===== config.mk =====
export PLATFORM = sky130hd
export DESIGN_NAME = bounce_seq_monitor
export DESIGN_NICKNAME = d
export VERILOG_FILES = /design/src/rtl/cont_pkg.sv /design/src/rtl/sat_counter.sv /design/src/rtl/bounce_seq_monitor.sv
export SDC_FILE = /design/constraint.sdc
export NUM_CORES = 1
export LEC_CHECK = 0
export BUFFER_PORTS_ARGS = -buffer_cell sky130_fd_sc_hd__clkbuf_2
export CELL_PAD_IN_SITES_DETAIL_PLACEMENT = 1
export CELL_PAD_IN_SITES_GLOBAL_PLACEMENT = 2
export CORE_MARGIN = 5
export CORE_UTILIZATION = 36
export CTS_BUF_LIST = sky130_fd_sc_hd__clkbuf_2 sky130_fd_sc_hd__clkbuf_4 sky130_fd_sc_hd__clkbuf_8
export CTS_CLUSTER_DIAMETER = 100
export DETAILED_ROUTE_END_ITERATION = 8
export MAX_ROUTING_LAYER = met4
export PLACE_DENSITY = 0.89
export RECOVER_POWER = 100
export SLEW_MARGIN = 10
export SYNTH_ARGS = -nofsm -noshare
export SYNTH_HDL_FRONTEND = slang
export SYNTH_HIERARCHICAL = 1
export SYNTH_SLANG_ARGS = --single-unit

===== constraint.sdc =====
create_clock -name clock -period 2.8 [get_ports clock]
set_clock_uncertainty 0.05 [all_clocks]
set_input_delay 0.56 -clock clock [delete_from_list [all_inputs] [get_ports clock]]
set_output_delay 0.56 -clock clock [all_outputs]
set_load 0.02 [all_outputs]

===== src/rtl/cont_pkg.sv =====
// Shared types and constants for the bounce-counter monitor slice.
package cont_pkg;

  localparam int CNT_W = 4;

  typedef enum logic [2:0] {
    SYNC = 3'd0,
    UP   = 3'd1,
    TOP  = 3'd2,
    DOWN = 3'd3,
    BOT  = 3'd4
  } mon_state_t;

endpackage


===== src/rtl/sat_counter.sv =====
// Event counter with synchronous clear; saturates at all-ones when sat_en=1, wraps otherwise.
module sat_counter #(
  parameter int W = 4
) (
  input  logic         clock,
  input  logic         reset_n,
  input  logic         clr,
  input  logic         inc,
  input  logic         sat_en,
  output logic [W-1:0] cnt
);

  localparam logic [W-1:0] ALL_ONES = {W{1'b1}};

  logic at_max_s;
  assign at_max_s = (cnt == ALL_ONES);

  // count register: clear wins over increment, saturation blocks the step at all-ones
  always_ff @(posedge clock or negedge reset_n) begin
    if (!reset_n) begin
      cnt <= {W{1'b0}};
    end else if (clr) begin
      cnt <= {W{1'b0}};
    end else if (inc && !(sat_en && at_max_s)) begin
      cnt <= cnt + W'(1);
    end
  end

endmodule


===== src/rtl/bounce_seq_monitor.sv =====
// Checks a 0..MAX,MAX..0,0.. bounce sequence; flags illegal steps and counts turnarounds.
module bounce_seq_monitor
  import cont_pkg::*;
#(
  parameter int WIDTH  = CNT_W,
  parameter int TURN_W = 8,
  parameter int ERR_W  = 4
) (
  input  logic              clock,
  input  logic              reset_n,
  input  logic              en,
  input  logic [WIDTH-1:0]  s_in,
  input  logic              clr,
  output logic              locked,
  output logic              dir,
  output logic [TURN_W-1:0] turn_cnt,
  output logic              err,
  output logic [ERR_W-1:0]  err_cnt
);

  localparam logic [WIDTH-1:0] MAX_C  = {WIDTH{1'b1}};
  localparam logic [WIDTH-1:0] MAXM_C = MAX_C - WIDTH'(1);
  localparam logic [WIDTH-1:0] ZERO_C = {WIDTH{1'b0}};
  localparam logic [WIDTH-1:0] ONE_C  = WIDTH'(1);

  mon_state_t       state_r;
  logic [WIDTH-1:0] prev_r;
  logic             have_prev_r;

  mon_state_t       nxt_state_s;
  logic             nxt_dir_s;
  logic             illegal_s;
  logic             turn_s;
  logic             up_step_s;
  logic             dn_step_s;
  logic [WIDTH:0]   prev_ext_s;
  logic [WIDTH:0]   s_ext_s;
  logic             err_inc_s;
  logic             turn_inc_s;

  // One extra bit keeps prev-1 at 0 and prev+1 at MAX out of the legal range.
  assign prev_ext_s = {1'b0, prev_r};
  assign s_ext_s    = {1'b0, s_in};
  assign up_step_s  = (s_ext_s == prev_ext_s + (WIDTH+1)'(1));
  assign dn_step_s  = (s_ext_s == prev_ext_s - (WIDTH+1)'(1));

  // next-state and legality decision for the current sample
  always_comb begin
    nxt_state_s = state_r;
    nxt_dir_s   = dir;
    illegal_s   = 1'b0;
    turn_s      = 1'b0;
    case (state_r)
      SYNC: begin
        if (have_prev_r && up_step_s) begin
          nxt_state_s = UP;
          nxt_dir_s   = 1'b0;
        end else if (have_prev_r && dn_step_s) begin
          nxt_state_s = DOWN;
          nxt_dir_s   = 1'b1;
        end else begin
          nxt_state_s = SYNC;
        end
      end
      UP: begin
        if (prev_r == MAX_C) begin
          if (s_in == MAX_C) begin
            nxt_state_s = TOP;
            nxt_dir_s   = 1'b1;
            turn_s      = 1'b1;
          end else begin
            illegal_s = 1'b1;
          end
        end else if (up_step_s) begin
          nxt_state_s = UP;
        end else begin
          illegal_s = 1'b1;
        end
      end
      TOP: begin
        if (s_in == MAXM_C) begin
          nxt_state_s = DOWN;
        end else begin
          illegal_s = 1'b1;
        end
      end
      DOWN: begin
        if (prev_r == ZERO_C) begin
          if (s_in == ZERO_C) begin
            nxt_state_s = BOT;
            nxt_dir_s   = 1'b0;
            turn_s      = 1'b1;
          end else begin
            illegal_s = 1'b1;
          end
        end else if (dn_step_s) begin
          nxt_state_s = DOWN;
        end else begin
          illegal_s = 1'b1;
        end
      end
      BOT: begin
        if (s_in == ONE_C) begin
          nxt_state_s = UP;
        end else begin
          illegal_s = 1'b1;
        end
      end
      default: begin
        nxt_state_s = SYNC;
      end
    endcase
    if (illegal_s) begin
      nxt_state_s = SYNC;
    end else begin
      nxt_state_s = nxt_state_s;
    end
  end

  assign err_inc_s  = en && !clr && illegal_s;
  assign turn_inc_s = en && !clr && turn_s;

  // tracking FSM with registered status outputs; clr behaves like reset
  always_ff @(posedge clock or negedge reset_n) begin
    if (!reset_n) begin
      state_r     <= SYNC;
      prev_r      <= ZERO_C;
      have_prev_r <= 1'b0;
      locked      <= 1'b0;
      dir         <= 1'b0;
      err         <= 1'b0;
    end else if (clr) begin
      state_r     <= SYNC;
      prev_r      <= ZERO_C;
      have_prev_r <= 1'b0;
      locked      <= 1'b0;
      dir         <= 1'b0;
      err         <= 1'b0;
    end else if (en) begin
      state_r     <= nxt_state_s;
      prev_r      <= s_in;
      have_prev_r <= 1'b1;
      locked      <= (nxt_state_s != SYNC);
      dir         <= nxt_dir_s;
      err         <= illegal_s;
    end else begin
      err <= 1'b0;
    end
  end

  sat_counter #(.W(ERR_W)) u_err_cnt (
    .clock   (clock),
    .reset_n (reset_n),
    .clr     (clr),
    .inc     (err_inc_s),
    .sat_en  (1'b1),
    .cnt     (err_cnt)
  );

  sat_counter #(.W(TURN_W)) u_turn_cnt (
    .clock   (clock),
    .reset_n (reset_n),
    .clr     (clr),
    .inc     (turn_inc_s),
    .sat_en  (1'b0),
    .cnt     (turn_cnt)
  );

endmodule


### Word-level counts from Yosys, hierarchy flattened

Cells that the tools add are included.
Widths: inputs -> output; s select.

| word-level totals | value |
|---|---|
| flip-flop bits (word level) | 23 |
| bits of input ports | 8 |
| output and inout port bits | 15 |
| word-level logic and storage cells | 94 |

| operators by class | value |
|---|---|
| add/subtract/negate cells | 4 |
| eq/ne operators | 16 |
| multiplexer cells | 49 |
| reduce and logical (&&, ||, !) cells | 17 |

Operator list:

| cell | number |
|---|---|
| $mux 3 | 11 |
| $mux 1 | 26 |
| $eq 4x4->1 const B | 4 |
| $mux 4 | 4 |
| $mux 8 | 2 |
| $pmux 3 s5 | 1 |
| $ne 3x3->1 const B | 4 |
| $eq 4x5->1 | 2 |
| $add 8x1->8 const B | 1 |
| $logic_not 4->1 | 2 |
| $reduce_and 7->1 | 1 |
| $eq 3x2->1 const B | 2 |
| $logic_and 1x1->1 | 6 |
| $reduce_bool 2->1 | 3 |
| $add 4x1->5 const B | 1 |
| $sub 4x1->5 const B | 1 |
| $add 4x1->4 const B | 1 |
| $eq 4x1->1 const B | 1 |
| $mux 2 | 2 |
| $ne 4x4->1 const B | 1 |
| $pmux 1 s4 | 1 |
| $reduce_bool 4->1 | 1 |
| $eq 3x1->1 const B | 1 |
| $eq 3x3->1 const B | 1 |
| other kinds (5) | 6 |

### Longest topological paths before layout

| depth | value |
|---|---|
| word-level depth | 10 |
| mapped depth | 10 |
| gate-level depth less buffers | 10 |

### Cells and area by module

Netlist, hierarchy kept.

By module, submodules not included:

| module | times used | cells each | area an instance (µm²) | seq. area each (µm²) |
|---|---|---|---|---|
| bounce_seq_monitor | 1 | 102 | 863.3 | 275.3 |
| sat_counter at u_turn_cnt | 1 | 45 | 470.5 | 200.2 |
| sat_counter at u_err_cnt | 1 | 21 | 225.2 | 100.1 |

### Worst setup path before layout

OpenSTA, ideal clock, no wires.

| path | value |
|---|---|
| path type | input-to-reg |
| start | input s_in[2] |
| end | register u_turn_cnt.cnt[4] |
| setup time | 0.125 ns |
| arrival time | 2.290 ns |
| data required time | 2.625 ns |
| slack | 0.335 ns |
| stages on the path | 9 |
| buffers on the path | 1 |
| cells stage by stage | buf_2 -> nand4_1 -> or3_1 -> o21ai_0 -> nand2_1 -> nor2_1 -> nand3_1 -> a211oi_2 -> mux2_4 |

| on the way | value |
|---|---|
| word-level cells in the longest chain between the ends | 6 |
| elaborated cells between the ends (all ways) | 9 |
| those cells by class | eq/ne: 1; mux: 5; reduce/logical: 3 |

RTL lines:

| item | line | RTL |
|---|---|---|
| from (decl) | bounce_seq_monitor.sv:12 | `input logic [WIDTH-1:0] s_in,` |
| $eq 4x4->1 / $logic_not 4->1 (equally long branches) | bounce_seq_monitor.sv:67, bounce_seq_monitor.sv:89 |  |
| $mux 1, on equally long branches | bounce_seq_monitor.sv:67, bounce_seq_monitor.sv:89 |  |
| $mux 1, on equally long branches | bounce_seq_monitor.sv:66, bounce_seq_monitor.sv:88 |  |
| $pmux 1 s2 * | bounce_seq_monitor.sv:53 | `case (state_r)` |
| $logic_and 1x1->1 * | bounce_seq_monitor.sv:121 | `assign turn_inc_s = en && !clr && turn_s;` |
| net turn_inc_s | bounce_seq_monitor.sv:39 | `logic turn_inc_s;` |
| $reduce_bool 2->1 (no line) * | -- |  |
| to (signal assigned) | sat_counter.sv:21 | `cnt <= {W{1'b0}};` |
| to (signal assigned) | sat_counter.sv:23 | `cnt <= {W{1'b0}};` |
| to (signal assigned) | sat_counter.sv:25 | `cnt <= cnt + W'(1);` |
| to (decl) | sat_counter.sv:10 | `output logic [W-1:0] cnt` |

Mark *: on every way through the listed nets, which the timed path passes. The rest lies on a longest branch.
A chain may end at the register's enable or synchronous reset.

### Worst setup path in the final report

| path | value |
|---|---|
| start | register prev_r[0] |
| end | register u_turn_cnt.cnt[4] |

| on the way | value |
|---|---|
| word-level cells in the longest chain between the ends | 5 |
| elaborated cells between the ends (all ways) | 7 |
| those cells by class | eq/ne: 1; mux: 3; reduce/logical: 3 |

RTL lines:

| item | line | RTL |
|---|---|---|
| from (decl) | bounce_seq_monitor.sv:27 | `logic [WIDTH-1:0] prev_r;` |
| from (signal assigned) | bounce_seq_monitor.sv:141 | `prev_r <= s_in;` |
| $eq 4x4->1 / $logic_not 4->1 (equally long branches) | bounce_seq_monitor.sv:66, bounce_seq_monitor.sv:88 |  |
| $mux 1, on equally long branches | bounce_seq_monitor.sv:66, bounce_seq_monitor.sv:88 |  |
| $pmux 1 s2 * | bounce_seq_monitor.sv:53 |  |
| $logic_and 1x1->1 * | bounce_seq_monitor.sv:121 |  |
| net turn_inc_s | bounce_seq_monitor.sv:39 |  |
| $reduce_bool 2->1 (no line) * | -- |  |

Marks and branches as above.

==> metrics <==
status=complete, no violations; die height=approximately 76 um; Sequential Power Share=between 50% and 60%; arrival time of the worst setup path=2.68 ns; Post-Synth XOR/XNOR Area=4.41%; Post-CTS Hold Buffers=0; hold depth=1; Cell Rows=24; Worst Setup Slack, final=0.231 ns; MaxCap Viol Count=0; Placeable Area=between 0.004 and 0.005 mm^2; global route total overflow=0; DPL Wire Length=around 3200 um; unrepaired setup endpoints after global routing=false; final count of hold timing violations=0; synthesis warning total=6; First-pass DRT Iterations=4; synthesized flop and latch total=23; maximum clock path buffer count=2; root buffer cell=clkbuf_8; DRT antenna net count=0; largest family of logic cells by synthesized area=simple AND/OR/NAND/NOR gates; nets=202; Unique masters post-synth=52; Starting Density=36.6%; layout cells sized above 1=12.2%; post-synthesis mux area share=7.38%; post-synthesis sequential area ratio=36.9%; switch share=26.8%; IR drop worst, VDD=roughly 0.00031 V; ys async rst share=100%; antenna violations before repair=0; Syn Area/Cell=9.28 um^2; largest net degree at the start of global routing=24; ys flop type=dfrtp_1; Fmax=~390 MHz; clock sink count=23; final setup TNS=0 ns; leakage power=0.699 nW; number of enable flip-flop cells after synthesis=0; synthesized-area fraction occupied by adder cells=3.21%; die area=0.00575 mm^2; clock share of power=32.7%; r2r setup slk=0.23 ns; wire per inst=17.3 um; commonest non-fill, non-tap cell in the layout=dfrtp_1; I/O pin total=23; Worst Max-Slew Pin Slew=1.30 ns; Routed WL=4180 um; DR vias=1,391; Syn Inst Count=168; Worst-Skew Late Latency=0.27 ns; Internal=471 uW; Placement Setup Slack=0.0415 ns; power per cell area=370 mW/mm^2; Tcrit/Tclk final=a little over 90%; Hold Path Class=flop to flop; number of diodes=0; number of remaining DRC errors=0; commonest cells after routing, fill and taps aside=dfrtp_1 (23), clkbuf_1 (18), nand2_1 (14), nor2_1 (14), nand3_1 (8); reg2reg path depth=10; average via count per standard cell=between 5 and 6; crit path time final=2.57 ns; crit path max fanout=6; Num CTS Buffers=3; Syn Std Cell Area=0.00156 mm^2; GRT Total Usage=16.2%; htree depth=1; Rel. slew slack=13.4%; post-synthesis compound-gate area fraction=19.4%; Worst-path clk slew=0.09 ns; kind of critical path=flop to flop; Slew Viols, Final=0; IO Port Bufs=22; critical path launch point type=flop; chip width=75.8 um; Comb pwr share=13.2%; CP Capture Type=flop; final setup fails=0; Psw=about 170 uW; Area Overhead vs Synth=11.3%; Simple-Gate Fraction of Synth Area=23.9%; Detailed Route Iter0 Violations=33; number of global-route vias before repair=1,430; CP required=2.91 ns; Final GP Congestion=approximately 0.85; first-pass GRT wire length=6970 um; CTS tree=done
[state kept, by name, indices dropped and copies added, names as in the netlist]
register / cells
u_turn_cnt/cnt: 8
dir: 1
have_prev_r: 1
locked: 1
u_err_cnt/cnt: 4
state_r: 3
prev_r: 4
err: 1
[cell type report]
cell class | instances | area (um^2)
clock inverter | 1 | 5.00
multi-input combinational | 131 | 926
sequential | 23 | 576
clock buffer | 3 | 41.3
timing repair buffer | 23 | 92.6
tap | 52 | 65.1
fill | 512 | 2530
inverter | 8 | 30.0
[power groups by stage]
stage	registers, mW	clock network [mW]	logic (mW)
final	0.347	0.210	0.0848
after global routing	0.349	0.234	0.0956
after CTS	0.347	0.220	0.0867
after detailed placement	0.354	0	0.0862
after global placement	0.353	0	0.0836
after floorplan	0.351	0	0.0579
[cells in the mapped netlist, types with 3 or more instances]
master    instances  area, um^2
dfrtp_1          23         576
nor2_1           15        56.3
nand2_1          14        52.6
nand3_1           8        40.0
inv_1             7        26.3
mux2i_1           7        70.1
nor2b_1           6        37.5
a21oi_1           5        25.0
a31oi_1           5        31.3
clkbuf_1          4        15.0
ha_1              4        50.1
nand2b_1          4        25.0
nand4_1           4        25.0
nor3_1            4        20.0
o41ai_1           4        35.0
a211oi_1          3        22.5
mux2_4            3        45.0
o21ai_0           3        15.0
xnor2_1           3        26.3
xor2_1            3        26.3
[critical path: stages (launching register included)]
cell      delay, ns
dfrtp_1        0.45
inv_1          0.09
ha_1           0.24
nor4b_2        0.21
nand2_1        0.15
o21ai_2        0.17
nand2_1        0.10
nor2_2         0.19
nand3_1        0.18
a211oi_2       0.29
mux2_4         0.33
[path summary, 6_finish.rpt]
check                      startpoint                 to
min in group asynchronous     reset_n                err
hold / removal                 locked             locked
setup reg to reg            prev_r[0]  u_turn_cnt/cnt[4]
setup / recovery            prev_r[0]  u_turn_cnt/cnt[4]
hold reg to reg                locked             locked
max in group asynchronous     reset_n  u_turn_cnt/cnt[7]
[routing by layer]
layer  wire [um]  track usage (%)  up-vias  part of all wire (%)
li1            -                -      660                     -
met1        1770             18.7      700                    42
met2        2210             29.3       27                    53
met3         158             3.17        4                   3.8
met4          43             2.33        0                   1.0
met5           0                -        -                     0
[what timing repair did]
| item | CTS | global route |
|---|---|---|
| setup endpoints to repair | 0 | 5 |
| buffers inserted | 0 | 0 |
| resized for setup | 0 | 4 |
[stage by stage]
stage	utilization [%]	total power, mW	std cells	area, um^2	hold WS [ns]
2_1_floorplan	-	0.409	169	1560	0.214
3_3_place_gp	40.1	0.437	237	1710	0.437
3_5_place_dp	40.1	0.440	237	1710	0.453
4_1_cts	41.2	0.654	241	1760	0.256
5_1_grt	40.7	0.679	241	1740	0.481
6_report	40.7	0.643	241	1740	0.468
[cells by family (layout without fill, tap and decap cells)]
kind of cell,Yosys count,after routing
XOR/XNOR,7,7
flip-flops,23,23
other,2,3
buffers and inverters,15,35
AND/OR/NAND/NOR,68,68
adder cells (fa/ha/maj),4,4
AO/OA/AOI/OAI,39,39
multiplexers,10,10
Note: power is estimated with default switching activity, not from simulation.
